==> config.mk <==
export PLATFORM = sky130hd
export DESIGN_NAME = cmd_time_scheduler
export DESIGN_NICKNAME = d
export VERILOG_FILES = /design/src/rtl/cmd_mem_pkg.sv /design/src/rtl/sched_rd_arb.sv /design/src/rtl/cmd_time_scheduler.sv
export SDC_FILE = /design/constraint.sdc
export NUM_CORES = 1
export LEC_CHECK = 0
export CAP_MARGIN = 20
export CORE_AREA = 2 2 307 309
export DETAILED_ROUTE_END_ITERATION = 6
export DIE_AREA = 0 0 309 311
export MAX_ROUTING_LAYER = met4
export REMOVE_ABC_BUFFERS = 1
export SLEW_MARGIN = 20
export SYNTH_ARGS = -nofsm -noshare
export SYNTH_HDL_FRONTEND = slang
export SYNTH_SLANG_ARGS = --single-unit
==> constraint.sdc <==
create_clock -name CLK -period 4.8 [get_ports CLK]
set_input_delay 0.96 -clock CLK [delete_from_list [all_inputs] [get_ports CLK]]
set_output_delay 0.96 -clock CLK [all_outputs]
set_load 0.05 [all_outputs]
==> src/rtl/cmd_mem_pkg.sv <==
// Shared definitions for the 256-entry command register memory and its scheduler.
package cmd_mem_pkg;

  localparam int unsigned DW     = 338;
  localparam int unsigned AW     = 8;
  localparam int unsigned N_IDX  = 255;
  localparam int unsigned RD_LAT = 2;
  localparam logic [63:0] LATE_TH    = 64'd1000;
  localparam logic [63:0] EMPTY_TIME = 64'hFFFF_FFFF_FFFF_FFFF;

  // Field bit positions within a memory word
  localparam int unsigned TS_MSB    = 337, TS_LSB    = 274;
  localparam int unsigned FREQ_MSB  = 273, FREQ_LSB  = 226;
  localparam int unsigned FSTEP_MSB = 225, FSTEP_LSB = 178;
  localparam int unsigned FRATE_MSB = 177, FRATE_LSB = 146;
  localparam int unsigned NIMP_MSB  = 145, NIMP_LSB  = 130;
  localparam int unsigned TYPE_MSB  = 129, TYPE_LSB  = 128;
  localparam int unsigned TI_MSB    = 127, TI_LSB    = 96;
  localparam int unsigned TP_MSB    = 95,  TP_LSB    = 64;
  localparam int unsigned TB1_MSB   = 63,  TB1_LSB   = 32;
  localparam int unsigned TB2_MSB   = 31,  TB2_LSB   = 0;

  typedef enum logic [2:0] {
    S_IDLE, S_READ, S_WAIT, S_CHECK, S_ISSUE, S_CLEAR, S_NEXT, S_YIELD
  } sched_state_e;

  typedef struct packed {
    logic [63:0] time_start;
    logic [47:0] freq;
    logic [47:0] freq_step;
    logic [31:0] freq_rate;
    logic [15:0] n_impulse;
    logic [1:0]  cmd_type;
    logic [31:0] ti;
    logic [31:0] tp;
    logic [31:0] tblank1;
    logic [31:0] tblank2;
  } cmd_word_t;

endpackage

==> src/rtl/sched_rd_arb.sv <==
// Read-port ownership: scheduler reads unless the writer's search holds the grant.
module sched_rd_arb
  import cmd_mem_pkg::*;
(
  input  logic          clk,
  input  logic          rst_n,
  input  logic          sched_rd_c,
  input  logic [AW-1:0] sched_addr_c,
  input  logic          srch_gnt_c,
  output logic          rd_en,
  output logic [AW-1:0] rd_addr,
  output logic          srch_gnt
);

  logic          rd_en_q, rd_en_d;
  logic [AW-1:0] rd_addr_q, rd_addr_d;
  logic          srch_gnt_q, srch_gnt_d;

  always_comb begin
    rd_en_d    = sched_rd_c && !srch_gnt_c;
    rd_addr_d  = rd_en_d ? sched_addr_c : '0;
    srch_gnt_d = srch_gnt_c;
  end

  always_ff @(posedge clk or negedge rst_n) begin
    if (!rst_n) begin
      rd_en_q    <= 1'b0;
      rd_addr_q  <= '0;
      srch_gnt_q <= 1'b0;
    end else begin
      rd_en_q    <= rd_en_d;
      rd_addr_q  <= rd_addr_d;
      srch_gnt_q <= srch_gnt_d;
    end
  end

  assign rd_en    = rd_en_q;
  assign rd_addr  = rd_addr_q;
  assign srch_gnt = srch_gnt_q;

endmodule

==> src/rtl/cmd_time_scheduler.sv <==
// Sweeps the command memory, issues entries whose start time has arrived, then
// asks the writer to erase them. Yields the read port to the writer between entries.
module cmd_time_scheduler
  import cmd_mem_pkg::*;
(
  input  logic          CLK,
  input  logic          rst_n,
  input  logic          EN,
  input  logic [63:0]   SYS_TIME,
  output logic [AW-1:0] RD_ADDR,
  output logic          RD_EN,
  input  logic [DW-1:0] RD_Q,
  input  logic          SRCH_REQ,
  output logic          SRCH_GNT,
  output logic          CLR_REQ,
  output logic [AW-1:0] CLR_ADDR,
  input  logic          CLR_ACK,
  output logic          CMD_VALID,
  input  logic          CMD_READY,
  output logic [DW-1:0] CMD_DATA,
  output logic [AW-1:0] CMD_ADDR,
  output logic          CMD_LATE,
  output logic          SWEEP_DONE,
  output logic [15:0]   ISSUE_CNT
);

  localparam logic [1:0] WAIT_LAST = 2'(RD_LAT - 1);

  sched_state_e  state_q, state_d;
  logic [AW-1:0] scan_q, scan_d;
  logic [1:0]    wcnt_q, wcnt_d;
  cmd_word_t     hold_q, hold_d;
  logic          cmd_valid_q, cmd_valid_d;
  logic [DW-1:0] cmd_data_q, cmd_data_d;
  logic [AW-1:0] cmd_addr_q, cmd_addr_d;
  logic          cmd_late_q, cmd_late_d;
  logic          clr_req_q, clr_req_d;
  logic [AW-1:0] clr_addr_q, clr_addr_d;
  logic          sweep_done_q, sweep_done_d;
  logic [15:0]   issue_cnt_q, issue_cnt_d;
  logic [63:0]   age_c;
  logic          rd_req_c, yield_c;

  assign age_c = SYS_TIME - hold_q.time_start;

  always_comb begin
    state_d      = state_q;
    scan_d       = scan_q;
    wcnt_d       = wcnt_q;
    hold_d       = hold_q;
    cmd_data_d   = cmd_data_q;
    cmd_addr_d   = cmd_addr_q;
    cmd_late_d   = cmd_late_q;
    issue_cnt_d  = issue_cnt_q;
    sweep_done_d = 1'b0;

    case (state_q)
      S_IDLE: begin
        if (SRCH_REQ)  state_d = S_YIELD;
        else if (EN)   state_d = S_READ;
      end
      S_READ: begin
        wcnt_d  = '0;
        state_d = S_WAIT;
      end
      S_WAIT: begin
        if (wcnt_q == WAIT_LAST) begin
          hold_d  = cmd_word_t'(RD_Q);
          state_d = S_CHECK;
        end else begin
          wcnt_d = wcnt_q + 2'd1;
        end
      end
      S_CHECK: begin
        if (hold_q.time_start == EMPTY_TIME || hold_q.time_start > SYS_TIME) begin
          state_d = S_NEXT;
        end else begin
          cmd_data_d = hold_q;
          cmd_addr_d = scan_q;
          cmd_late_d = age_c > LATE_TH;
          state_d    = S_ISSUE;
        end
      end
      S_ISSUE: begin
        if (CMD_READY) begin
          issue_cnt_d = issue_cnt_q + 16'd1;
          state_d     = S_CLEAR;
        end
      end
      S_CLEAR: begin
        if (CLR_ACK) state_d = S_NEXT;
      end
      S_NEXT: begin
        // Entry boundary: the only place besides IDLE where the writer can be granted
        sweep_done_d = scan_q == AW'(N_IDX);
        scan_d       = sweep_done_d ? '0 : scan_q + AW'(1);
        if (SRCH_REQ)  state_d = S_YIELD;
        else if (EN)   state_d = S_READ;
        else           state_d = S_IDLE;
      end
      S_YIELD: begin
        if (!SRCH_REQ) state_d = S_IDLE;
      end
      default: state_d = S_IDLE;
    endcase

    cmd_valid_d = state_d == S_ISSUE;
    clr_req_d   = state_d == S_CLEAR;
    clr_addr_d  = clr_req_d ? scan_q : '0;
  end

  assign rd_req_c = state_d == S_READ;
  assign yield_c  = state_d == S_YIELD;

  always_ff @(posedge CLK or negedge rst_n) begin
    if (!rst_n) begin
      state_q      <= S_IDLE;
      scan_q       <= '0;
      wcnt_q       <= '0;
      hold_q       <= '0;
      cmd_valid_q  <= 1'b0;
      cmd_data_q   <= '0;
      cmd_addr_q   <= '0;
      cmd_late_q   <= 1'b0;
      clr_req_q    <= 1'b0;
      clr_addr_q   <= '0;
      sweep_done_q <= 1'b0;
      issue_cnt_q  <= '0;
    end else begin
      state_q      <= state_d;
      scan_q       <= scan_d;
      wcnt_q       <= wcnt_d;
      hold_q       <= hold_d;
      cmd_valid_q  <= cmd_valid_d;
      cmd_data_q   <= cmd_data_d;
      cmd_addr_q   <= cmd_addr_d;
      cmd_late_q   <= cmd_late_d;
      clr_req_q    <= clr_req_d;
      clr_addr_q   <= clr_addr_d;
      sweep_done_q <= sweep_done_d;
      issue_cnt_q  <= issue_cnt_d;
    end
  end

  sched_rd_arb u_rd_arb (
    .clk          (CLK),
    .rst_n        (rst_n),
    .sched_rd_c   (rd_req_c),
    .sched_addr_c (scan_d),
    .srch_gnt_c   (yield_c),
    .rd_en        (RD_EN),
    .rd_addr      (RD_ADDR),
    .srch_gnt     (SRCH_GNT)
  );

  assign CMD_VALID  = cmd_valid_q;
  assign CMD_DATA   = cmd_data_q;
  assign CMD_ADDR   = cmd_addr_q;
  assign CMD_LATE   = cmd_late_q;
  assign CLR_REQ    = clr_req_q;
  assign CLR_ADDR   = clr_addr_q;
  assign SWEEP_DONE = sweep_done_q;
  assign ISSUE_CNT  = issue_cnt_q;

endmodule

==> results_dict.tcl <==
set metrics [dict create \
    outcome "finished clean" \
    first_global_vias 25252 \
    wire_per_inst_um 22.0 \
    route.final.wire_length_um 107000 \
    rr_worst_depth 15 \
    worstReg2RegEnd "CMD_LATE$_DFFE_PN0P_" \
    worst_setup_path_startpoint "SYS_TIME[0]" \
    viasPerCell 4.95 \
    netlist_top_cells_area "sky130_fd_sc_hd__dfrtp_1, sky130_fd_sc_hd__mux2_2, sky130_fd_sc_hd__mux2_1, sky130_fd_sc_hd__o21ai_0, sky130_fd_sc_hd__ha_1" \
    grt_first_pass_wirelength_um 160000 \
    slew_headroom_pct 36.7 \
    fin_util_pct 49.4 \
    cp_data_required_time_ps 5340 \
    cts_buffer_depth 3 \
    htree_levels 3 \
    timing.critical_path.arrival_ps 4920 \
    clkSlewWorstSetupHoldPaths_ps 70 \
    clock_insertion_delay_worst_skew_ps 660 \
    worstSetupStartpointType "input pin" \
    initial_core_util_pct 34.9 \
    worstMarginPinSlew_ps 947 \
    grt.overflow.total 0 \
    detailroute.via_count 24166 \
    largest_net_degree_at_the_start_of_global_routing 135 \
    ys.flop_type "sky130_fd_sc_hd__dfrtp_1" \
    final_layout_size_suffix_gt1_share_pct 17.9 \
    final-max-slew-violation-count 0 \
    yosys_warnings 0 \
    crit_end "CMD_LATE$_DFFE_PN0P_" \
    whs_ps 275 \
    cts.hold.buffers_added 0 \
    detail_route.drc_violations 0 \
    dpl-instance-area_um2 42900 \
    clockRootBuffer "sky130_fd_sc_hd__clkbuf_16" \
    timing.critical_path.to_type "register" \
    cts_made_buffers 82 \
    per_instance_average_area_after_synthesis_um2 12.4 \
    fin_crit_sh_pct 91.2 \
    die_width_um 309 \
    finalHoldViolations 0 \
    ys_seq_elements 735 \
    hpwl_um 82400 \
    drt-pass1-iter-count 5 \
    post_cts_resize_count 0 \
    hold_path.class "input pin to async pin" \
    cellLeakagePower_nw 19.9 \
    setup.reg_to_reg.worst_slack_ps 740 \
    yosysMostFrequentCell "sky130_fd_sc_hd__dfrtp_1" \
    timing.clock.skew_ps 39.2 \
    clock_sinks 735 \
    synth_cell_count_leaders "sky130_fd_sc_hd__dfrtp_1, sky130_fd_sc_hd__mux2_2, sky130_fd_sc_hd__mux2_1, sky130_fd_sc_hd__nand2_1, sky130_fd_sc_hd__o21ai_0" \
    mapped_area_um2 32400 \
    fin_total_pwr_mw 34.7 \
    design.portCount 792 \
    synth_cell_type_count 97 \
    setup-violations-final 0 \
    seq_area_frac_synth_pct 56.8 \
    post_synth_edffs 0 \
    max_cap_violations 0 \
    dr.first_iter.drc_count 1429 \
    track_usage_pct 22.7 \
    layout_min_cycle_time_ps 4380 \
    number_of_nets_in_the_layout 4013 \
    port_buffers 791 \
    design.die.area_um2 96100 \
    synth_top_area_cell "sky130_fd_sc_hd__dfrtp_1" \
    asyncSetResetFlopFracSynth_pct 100 \
    synthDominantCellAreaShare_pct 56.8 \
    core_area_um2 92800 \
    core.rowCount 112 \
    cts.repair_timing.setup_buffer_count 0 \
    tritoncts_clock_tree "done" \
    chipHeight_um 311 \
    antenna_found_initial 26 \
    vdd_ir_drop_max_mv 0.409 \
    antenna_violating_nets_left 0 \
    place_congestion 0.954 \
    fin_area_um2 45800 \
    timing.setup.critical_path_class "input pin to register" \
    areaGrowthSynthToFinish_pct 41.5 \
    r2r-start "hold_q[274]$_DFFE_PN0P_" \
    fmax_ghz 0.228 \
    synth_cells 2612 \
    timing.critical_path.fanout_max 4 \
    rsz0062_at_grt "false" \
    power_density_nw_per_um2 758 \
]
power breakdown:
part           leakage (nW)  switching (mW)  internal, mW
Combinational          9.39            10.7          6.85
Sequential             9.13            1.53          9.03
Clock                  1.43            2.70          3.99
layout by cell type (no fill, tap or decap), types with 9 or more instances in the layout:
cell type and instances:
sky130_fd_sc_hd__and4_1 13, sky130_fd_sc_hd__nor4_1 12, sky130_fd_sc_hd__and2_1 12, sky130_fd_sc_hd__inv_1 93, sky130_fd_sc_hd__clkbuf_8 16, sky130_fd_sc_hd__a21o_1 30, sky130_fd_sc_hd__clkbuf_16 84, sky130_fd_sc_hd__xor2_1 15
sky130_fd_sc_hd__mux2_2 291, sky130_fd_sc_hd__nand4_1 53, sky130_fd_sc_hd__clkinv_2 15, sky130_fd_sc_hd__nand2b_1 10, sky130_fd_sc_hd__mux2_1 270, sky130_fd_sc_hd__or3_1 9, sky130_fd_sc_hd__clkbuf_1 16, sky130_fd_sc_hd__buf_12 20
sky130_fd_sc_hd__nor2b_1 10, sky130_fd_sc_hd__nand3_1 35, sky130_fd_sc_hd__ha_1 67, sky130_fd_sc_hd__o21ai_0 185, sky130_fd_sc_hd__clkdlybuf4s50_1 790, sky130_fd_sc_hd__buf_4 158, sky130_fd_sc_hd__and3_1 14, sky130_fd_sc_hd__nor3_1 38
sky130_fd_sc_hd__nor2_1 76, sky130_fd_sc_hd__o21a_1 10, sky130_fd_sc_hd__o21bai_1 11, sky130_fd_sc_hd__bufinv_16 9, sky130_fd_sc_hd__a21oi_1 92, sky130_fd_sc_hd__diode_2 19, sky130_fd_sc_hd__o211ai_1 10, sky130_fd_sc_hd__xnor2_1 25
sky130_fd_sc_hd__nand2_1 222, sky130_fd_sc_hd__dfrtp_1 735
metrics by stage:
stage,setup WS (ps),setup TNS [ps],cells
CTS,511,0,4859
floorplan,-24160,-,2484
detailed placement,-207,-21070,4707
global placement,-228,-52070,4706
finish,421,0,4878
global route,228,0,4876
registers in the layout (all words and copies together), names as in the netlist:
signal and flops:
CMD_ADDR 8, CMD_VALID 1, ISSUE_CNT 16, u_rd_arb.rd_addr 8, CLR_ADDR 8, hold_q 338
CMD_LATE 1, SWEEP_DONE 1, u_rd_arb.srch_gnt 1, scan_q 8, CMD_DATA 338, wcnt_q 2
state_q 3, u_rd_arb.rd_en 1, CLR_REQ 1
per-layer routing:
layer  up-vias  track usage, %  routed length (um)
met4         0            5.68                2140
met1     12121            25.8               42400
met3       134            6.81                7790
met5         -               -                   0
li1      11224               -                   -
met2       687            39.0               54900
area by class of cell:
class	count	area [um^2]
timing repair buffer	969	9510
sequential	735	18400
clock buffer	116	2380
multi-input combinational	1656	13100
tap	1254	1570
clock inverter	36	515
inverter	93	349
fill	8451	46900
antenna	19	47.5
critical path: stages:
cell	delay, ps
sky130_fd_sc_hd__clkdlybuf4s50_1	450
sky130_fd_sc_hd__inv_1	40
sky130_fd_sc_hd__ha_1	210
sky130_fd_sc_hd__fa_1	390
sky130_fd_sc_hd__nand2b_1	210
sky130_fd_sc_hd__a211oi_4	330
sky130_fd_sc_hd__o211ai_1	270
sky130_fd_sc_hd__a2111oi_2	420
sky130_fd_sc_hd__buf_4	190
sky130_fd_sc_hd__o21ai_0	150
sky130_fd_sc_hd__nand3_1	140
sky130_fd_sc_hd__xor2_1	70
sky130_fd_sc_hd__a2111oi_0	460
sky130_fd_sc_hd__buf_4	210
sky130_fd_sc_hd__nand4_1	80
sky130_fd_sc_hd__nor4_1	260
sky130_fd_sc_hd__nor2_1	70
logic make-up (layout without fill, tap and decap cells):
logic type	Yosys count	in the layout	synth area share (%)
compound gates	446	446	8.86
xor+xnor	40	40	1.08
fa+ha+maj	68	68	2.65
buf+inv	221	1214	2.89
flops	735	735	56.8
mux	566	566	19.7
other cells	0	19	0
simple gates	536	536	8.05
how the worst min path moves through the flow:
stage | from | endpoint | slack, ps | cells after the start
floorplan | hold_q[100]$_DFFE_PN0P_ | CMD_DATA[100]$_DFFE_PN0P_ | 450 | 1
global placement | hold_q[167]$_DFFE_PN0P_ | CMD_DATA[167]$_DFFE_PN0P_ | 460 | 1
detailed placement | ISSUE_CNT[15]$_DFFE_PN0P_ | ISSUE_CNT[15]$_DFFE_PN0P_ | 470 | 1
CTS | rst_n | hold_q[125]$_DFFE_PN0P_ | 350 | 1
global route | rst_n | hold_q[125]$_DFFE_PN0P_ | 320 | 1
finish | rst_n | hold_q[125]$_DFFE_PN0P_ | 270 | 1
(Power assumes the default switching activity.)
